### src/rtl/mem_access_unit.sv
// mem_access_unit: memory-stage load/store responder for the RISC-V core.
// Ports: req* from execute (valid/ready), mem* single-outstanding byte-lane
// data bus, rsp* one-cycle writeback pulse (data, regwrite, fault).
// Optional MEM_TIMEOUT_EN: abort a bus cycle after TimeoutCycles stalls.
module mem_access_unit #(
  parameter int DataWidth     = 32,
  parameter int AddrWidth     = 32,
  parameter int TimeoutCycles = 16
) (
  input  logic                 clk,
  input  logic                 reset,
  input  logic                 reqValid,
  output logic                 reqReady,
  input  logic                 reqStore,
  input  logic [2:0]           reqFunc3,
  input  logic [AddrWidth-1:0] reqAddr,
  input  logic [DataWidth-1:0] reqData,
  output logic                 memValid,
  input  logic                 memReady,
  output logic                 memWriteEnable,
  output logic [3:0]           memByteEnable,
  output logic [AddrWidth-1:0] memAddr,
  output logic [DataWidth-1:0] memWriteData,
  input  logic [DataWidth-1:0] memReadData,
  output logic                 rspValid,
  output logic                 rspRegWrite,
  output logic [DataWidth-1:0] rspData,
  output logic                 rspFault
);

  typedef enum logic [1:0] {
    IDLE,
    BUS,
    RESP
  } state_t;

  state_t state;

  logic [2:0] lat_func3;
  logic [1:0] lat_off;
  logic       lat_store;

  logic                 legal;
  logic                 aligned;
  logic [3:0]           be;
  logic [DataWidth-1:0] wdata;
  logic [DataWidth-1:0] load_val;
  logic [7:0]           rd_byte;
  logic [15:0]          rd_half;

  assign reqReady = (state == IDLE);

  // request decode
  always_comb begin
    legal   = 1'b0;
    aligned = 1'b0;
    be      = 4'b0000;
    wdata   = reqData;
    if (reqStore) begin
      legal = (reqFunc3 == 3'd0) ||
              (reqFunc3 == 3'd1) ||
              (reqFunc3 == 3'd2);
    end else begin
      legal = (reqFunc3 == 3'd0) ||
              (reqFunc3 == 3'd1) ||
              (reqFunc3 == 3'd2) ||
              (reqFunc3 == 3'd4) ||
              (reqFunc3 == 3'd5);
    end
    unique case (1'b1)
      (reqFunc3[1:0] == 2'd0): begin
        aligned = 1'b1;
        be      = 4'b0001 << reqAddr[1:0];
        wdata   = {4{reqData[7:0]}};
      end
      (reqFunc3[1:0] == 2'd1): begin
        aligned = ~reqAddr[0];
        be      = 4'b0011 << {reqAddr[1], 1'b0};
        wdata   = {2{reqData[15:0]}};
      end
      default: begin
        aligned = (reqAddr[1:0] == 2'b00);
        be      = 4'b1111;
        wdata   = reqData;
      end
    endcase
  end

  // load lane extraction and extension
  always_comb begin
    rd_byte = memReadData[8*lat_off +: 8];
    rd_half = lat_off[1] ? memReadData[31:16]
                         : memReadData[15:0];
    unique case (lat_func3)
      3'd0:    load_val = {{24{rd_byte[7]}}, rd_byte};
      3'd1:    load_val = {{16{rd_half[15]}}, rd_half};
      3'd4:    load_val = {24'd0, rd_byte};
      3'd5:    load_val = {16'd0, rd_half};
      default: load_val = memReadData;
    endcase
  end

`ifdef MEM_TIMEOUT_EN
  localparam int CntW = $clog2(TimeoutCycles + 1);
  localparam logic [CntW-1:0] CntLast = CntW'(TimeoutCycles - 1);
  logic [CntW-1:0]      cnt;
  logic [AddrWidth-1:0] lat_addr;
`else
  logic timeout_unused;
  assign timeout_unused = (TimeoutCycles != 0);
`endif

  always_ff @(posedge clk or posedge reset) begin
    if (reset) begin
      state          <= IDLE;
      lat_func3      <= 3'd0;
      lat_off        <= 2'd0;
      lat_store      <= 1'b0;
      memValid       <= 1'b0;
      memWriteEnable <= 1'b0;
      memByteEnable  <= 4'b0000;
      memAddr        <= '0;
      memWriteData   <= '0;
      rspValid       <= 1'b0;
      rspRegWrite    <= 1'b0;
      rspData        <= '0;
      rspFault       <= 1'b0;
`ifdef MEM_TIMEOUT_EN
      cnt            <= '0;
      lat_addr       <= '0;
`endif
    end else begin
      unique case (state)
        IDLE: begin
          if (reqValid) begin
            lat_func3 <= reqFunc3;
            lat_off   <= reqAddr[1:0];
            lat_store <= reqStore;
`ifdef MEM_TIMEOUT_EN
            lat_addr  <= reqAddr;
            cnt       <= '0;
`endif
            if (legal && aligned) begin
              state          <= BUS;
              memValid       <= 1'b1;
              memWriteEnable <= reqStore;
              memByteEnable  <= be;
              memAddr        <= {reqAddr[AddrWidth-1:2], 2'b00};
              memWriteData   <= reqStore ? wdata : '0;
            end else begin
              // faults skip the bus entirely
              state       <= RESP;
              rspValid    <= 1'b1;
              rspFault    <= 1'b1;
              rspRegWrite <= 1'b0;
              rspData     <= DataWidth'(reqAddr);
            end
          end
        end
        BUS: begin
          if (memReady) begin
            state          <= RESP;
            memValid       <= 1'b0;
            memWriteEnable <= 1'b0;
            memByteEnable  <= 4'b0000;
            memAddr        <= '0;
            memWriteData   <= '0;
            rspValid       <= 1'b1;
            rspFault       <= 1'b0;
            rspRegWrite    <= ~lat_store;
            rspData        <= lat_store ? '0 : load_val;
          end
`ifdef MEM_TIMEOUT_EN
          else if (cnt == CntLast) begin
            state          <= RESP;
            memValid       <= 1'b0;
            memWriteEnable <= 1'b0;
            memByteEnable  <= 4'b0000;
            memAddr        <= '0;
            memWriteData   <= '0;
            rspValid       <= 1'b1;
            rspFault       <= 1'b1;
            rspRegWrite    <= 1'b0;
            rspData        <= DataWidth'(lat_addr);
          end else begin
            cnt <= cnt + 1'b1;
          end
`endif
        end
        RESP: begin
          state       <= IDLE;
          rspValid    <= 1'b0;
          rspFault    <= 1'b0;
          rspRegWrite <= 1'b0;
          rspData     <= '0;
        end
        default: state <= IDLE;
      endcase
    end
  end

endmodule

### config.mk
export PLATFORM = sky130hd
export DESIGN_NAME = mem_access_unit
export DESIGN_NICKNAME = d
export VERILOG_FILES = /design/src/rtl/mem_access_unit.sv
export SDC_FILE = /design/constraint.sdc
export NUM_CORES = 1
export LEC_CHECK = 0
export CAP_MARGIN = 20
export CORE_MARGIN = 1
export CORE_UTILIZATION = 45
export CTS_CLUSTER_SIZE = 20
export DETAILED_ROUTE_END_ITERATION = 12
export GPL_TIMING_DRIVEN = 0
export HOLD_SLACK_MARGIN = 0.12
export PLACE_DENSITY = 0.88
export SLEW_MARGIN = 20
export SYNTH_ARGS = -nofsm -noshare
export SYNTH_HDL_FRONTEND = slang
export SYNTH_SLANG_ARGS = --single-unit
### constraint.sdc
create_clock -name clk -period 3.8 [get_ports clk]
set_clock_uncertainty 0.2 [all_clocks]
set_input_delay 0.38 -clock clk [delete_from_list [all_inputs] [get_ports clk]]
set_output_delay 0.38 -clock clk [all_outputs]
set_load 0.03 [all_outputs]
==> metrics.txt <==
number of enable-type register cells in the synthesized netlist 0; Cell Count Post-Placement roughly 890; post-route non-filler standard cell count 910; sink count of the clock tree between 100 and 150; number of vias per cell after detailed routing just under 6; number of top-level pins 210; Worst Setup Slack post-DPL 779 ps; achievable clock frequency 343 MHz; final antenna-violating net count 0; Initial Utilization 46.5%; Netlist cell types 45; number of warnings issued by yosys 0; number of inserted diodes 0; post-synthesis instance area roughly 0.0056 mm^2; post-layout min period between 2000 and 3000 ps; weighted congestion reported at the end of routability-driven placement between 0.8 and 0.9; Placed Area slightly below 0.008 mm^2; kind of path behind the tightest hold check in -> async; Die Area between 0.01 and 0.015 mm^2; portion of the post-synthesis area used by sequential elements roughly half; number of vias in the routed layout approximately 5,300; register bit total from synthesis about 110; hold slack ~230 ps; share of final-layout standard cells stronger than drive strength 1 under 10%; critical path endpoint category register; utilization after layout just under 70%; cell area after layout 0.00824 mm^2; post-synthesis instance total 517; Overall Global Routing Usage roughly 29%; remaining max-slew budget at the tightest pin around 45%; final number of setup-violating endpoints 0; setup repair after global routing missed its margin false; number of CTS-inserted buffers 9; total routed wirelength approximately 19,000 um; buffer type at the clock tree root sky130_fd_sc_hd__clkbuf_16; minimum setup slack in the final design 880 ps; share of flip-flops with an asynchronous set or reset after synthesis 100%; final slew viol count 0; max-cap viol count 0; global-route wire length before repair around 29,000 um; average wire per cell in the routed design 20.5 um; total power approximately 7 mW; WP data arrival around 3000 ps; detailed-route DRC error count 0; first drt pass iteration count 5; run status completed; pin count of the biggest net entering global routing 65; CP Data Required Time 3870 ps; fin crit share 76.8%; number of antenna violations at the first check in global routing 0; IO buf count 206; mean instance size in the synthesized netlist 10.9 um^2; cell leakage power 3.44 nW; largest fanout of any net on the critical path 10; layout overhead on the synthesized area 46.4%; clock latency on the worst-skew pair about 350 ps; worst supply voltage drop on vdd roughly 0.46 mV; GRT Residual Overflow 0; vertical extent of the die 114 um; NumNets Final about 850; post_cts resized 0; power per unit of standard cell area around 860 mW/mm^2; category of the critical setup timing path reg -> reg; clock slew seen by the registers of the worst setup and hold paths around 70 ps; Tightest Pin Transition roughly 820 ps; # H-tree levels 3; largest buffer count on any clock path 2; number of cell rows 40; startpoint class of the critical path register; CTS tree built; count of final hold-check violations 0; x dimension of the die around 110 um; standard cell core area ~0.012 mm^2; detailed-placement wirelength estimate roughly 14,000 um; most used flip-flop cell after synthesis sky130_fd_sc_hd__dfrtp_1; hold-fix buffer count after cts 0; number of buffers inserted by post-CTS setup repair 0; summed negative setup slack over all endpoints 0 ps; number of design-rule violations left by the first detailed-router iteration about 350; vias in the first global route 5,240
==> synth_stat cells, types with 3 or more instances <==
library cell | number | area, um^2
sky130_fd_sc_hd__a221o_1 | 8 | 80.1
sky130_fd_sc_hd__o221ai_1 | 17 | 149
sky130_fd_sc_hd__o211ai_1 | 7 | 52.6
sky130_fd_sc_hd__o21bai_1 | 3 | 22.5
sky130_fd_sc_hd__nor2_1 | 8 | 30.0
sky130_fd_sc_hd__a32oi_1 | 7 | 61.3
sky130_fd_sc_hd__a21o_1 | 5 | 37.5
sky130_fd_sc_hd__nor3_1 | 4 | 20.0
sky130_fd_sc_hd__a31oi_1 | 31 | 194
sky130_fd_sc_hd__ha_1 | 4 | 50.1
sky130_fd_sc_hd__o21ai_0 | 10 | 50.1
sky130_fd_sc_hd__a22o_1 | 46 | 403
sky130_fd_sc_hd__clkbuf_1 | 27 | 101
sky130_fd_sc_hd__mux2i_1 | 25 | 250
sky130_fd_sc_hd__nand2b_1 | 42 | 263
sky130_fd_sc_hd__dfrtp_1 | 111 | 2780
sky130_fd_sc_hd__buf_2 | 10 | 50.1
sky130_fd_sc_hd__nand2_1 | 10 | 37.5
sky130_fd_sc_hd__mux2_2 | 23 | 259
sky130_fd_sc_hd__buf_1 | 3 | 11.3
sky130_fd_sc_hd__nor2b_1 | 7 | 43.8
sky130_fd_sc_hd__o2bb2ai_1 | 10 | 87.6
sky130_fd_sc_hd__a21oi_1 | 44 | 220
sky130_fd_sc_hd__buf_6 | 7 | 78.8
sky130_fd_sc_hd__inv_1 | 23 | 86.3
==> final cells by class <==
class / instances / area, um^2
fill: 914 / 3870
tap: 168 / 210
inverter: 24 / 95.1
buffer: 49 / 256
clock buffer: 11 / 243
clock inverter: 5 / 57.6
multi-input combinational: 334 / 2510
sequential: 111 / 2780
timing repair buffer: 208 / 2090
==> critical path, stage by stage, from the launching register on <==
cell and delay, ps:
sky130_fd_sc_hd__dfrtp_1 400, sky130_fd_sc_hd__inv_1 80, sky130_fd_sc_hd__ha_1 490, sky130_fd_sc_hd__nand3b_1 380, sky130_fd_sc_hd__a21oi_1 510, sky130_fd_sc_hd__buf_2 290
sky130_fd_sc_hd__o221ai_1 230, sky130_fd_sc_hd__a31oi_1 240
==> final timing paths <==
path	from	to	slack, ps	depth (start not counted)
max in group asynchronous	reset	memValid	2500	3
min in group clk	memWriteEnable	memWriteEnable	280	1
max	state[1]	rspData[31]	880	7
min reg2reg	memWriteEnable	memWriteEnable	280	1
min	reset	memWriteData[19]	230	2
max reg2reg	state[1]	rspData[31]	880	7
==> logic make-up after synthesis <==
logic type	count (synthesis)	synth area share (%)
AO/OA/AOI/OAI	198	25.7
flip-flops	111	49.4
AND/OR/NAND/NOR	81	8.47
buffers and inverters	73	6.16
multiplexers	49	9.32
adder cells (fa/ha/maj)	4	0.889
other	1	0.0666
==> cell usage in the layout, fill, tap and decap left out, drive strengths merged, types with 2 or more instances in the layout <==
master         netlist  routed
nor3                 5       5
o221ai              17      17
dfrtp              111     111
mux2                24      24
a21o                 5       5
mux2i               25      25
clkinv               1       5
o21ai               10      10
o21bai               3       3
o22a                 2       2
a22o                46      46
o211ai               7       7
nand2b              42      42
a221oi               2       2
a221o                8       8
conb                 1       2
nor2                 8       8
buf                 22      23
a21oi               44      44
and2                 3       3
nor3b                2       2
a211oi               2       2
ha                   4       4
clkdlybuf4s50        0     206
nor2b                7       7
o2bb2ai             10      10
inv                 23      23
nand2               10      10
a31oi               32      32
clkbuf              27      39
a32oi                7       7
==> power by group <==
group	internal, mW	total [mW]	switching [mW]	leakage (nW)
logic	1.75	4.04	2.29	1.90
clock network	0.530	0.969	0.438	0.149
registers	1.74	2.08	0.343	1.39
total	4.02	7.09	3.08	3.44
==> layer usage <==
layer	global-route usage [%]	vias to the layer above	share of wire (%)
li1	-	2374	-
met1	36.4	2584	40
met2	48.0	284	47
met3	7.28	42	9.5
met4	11.8	0	3.3
met5	0	-	0
==> state kept, by name (all words and copies together), names as in the netlist, 2 cells and up <==
signal         flops
lat_func3          3
lat_off            2
memAddr           30
memByteEnable      4
memWriteData      32
rspData           32
state              2
Note: power is estimated with default switching activity, not from simulation.
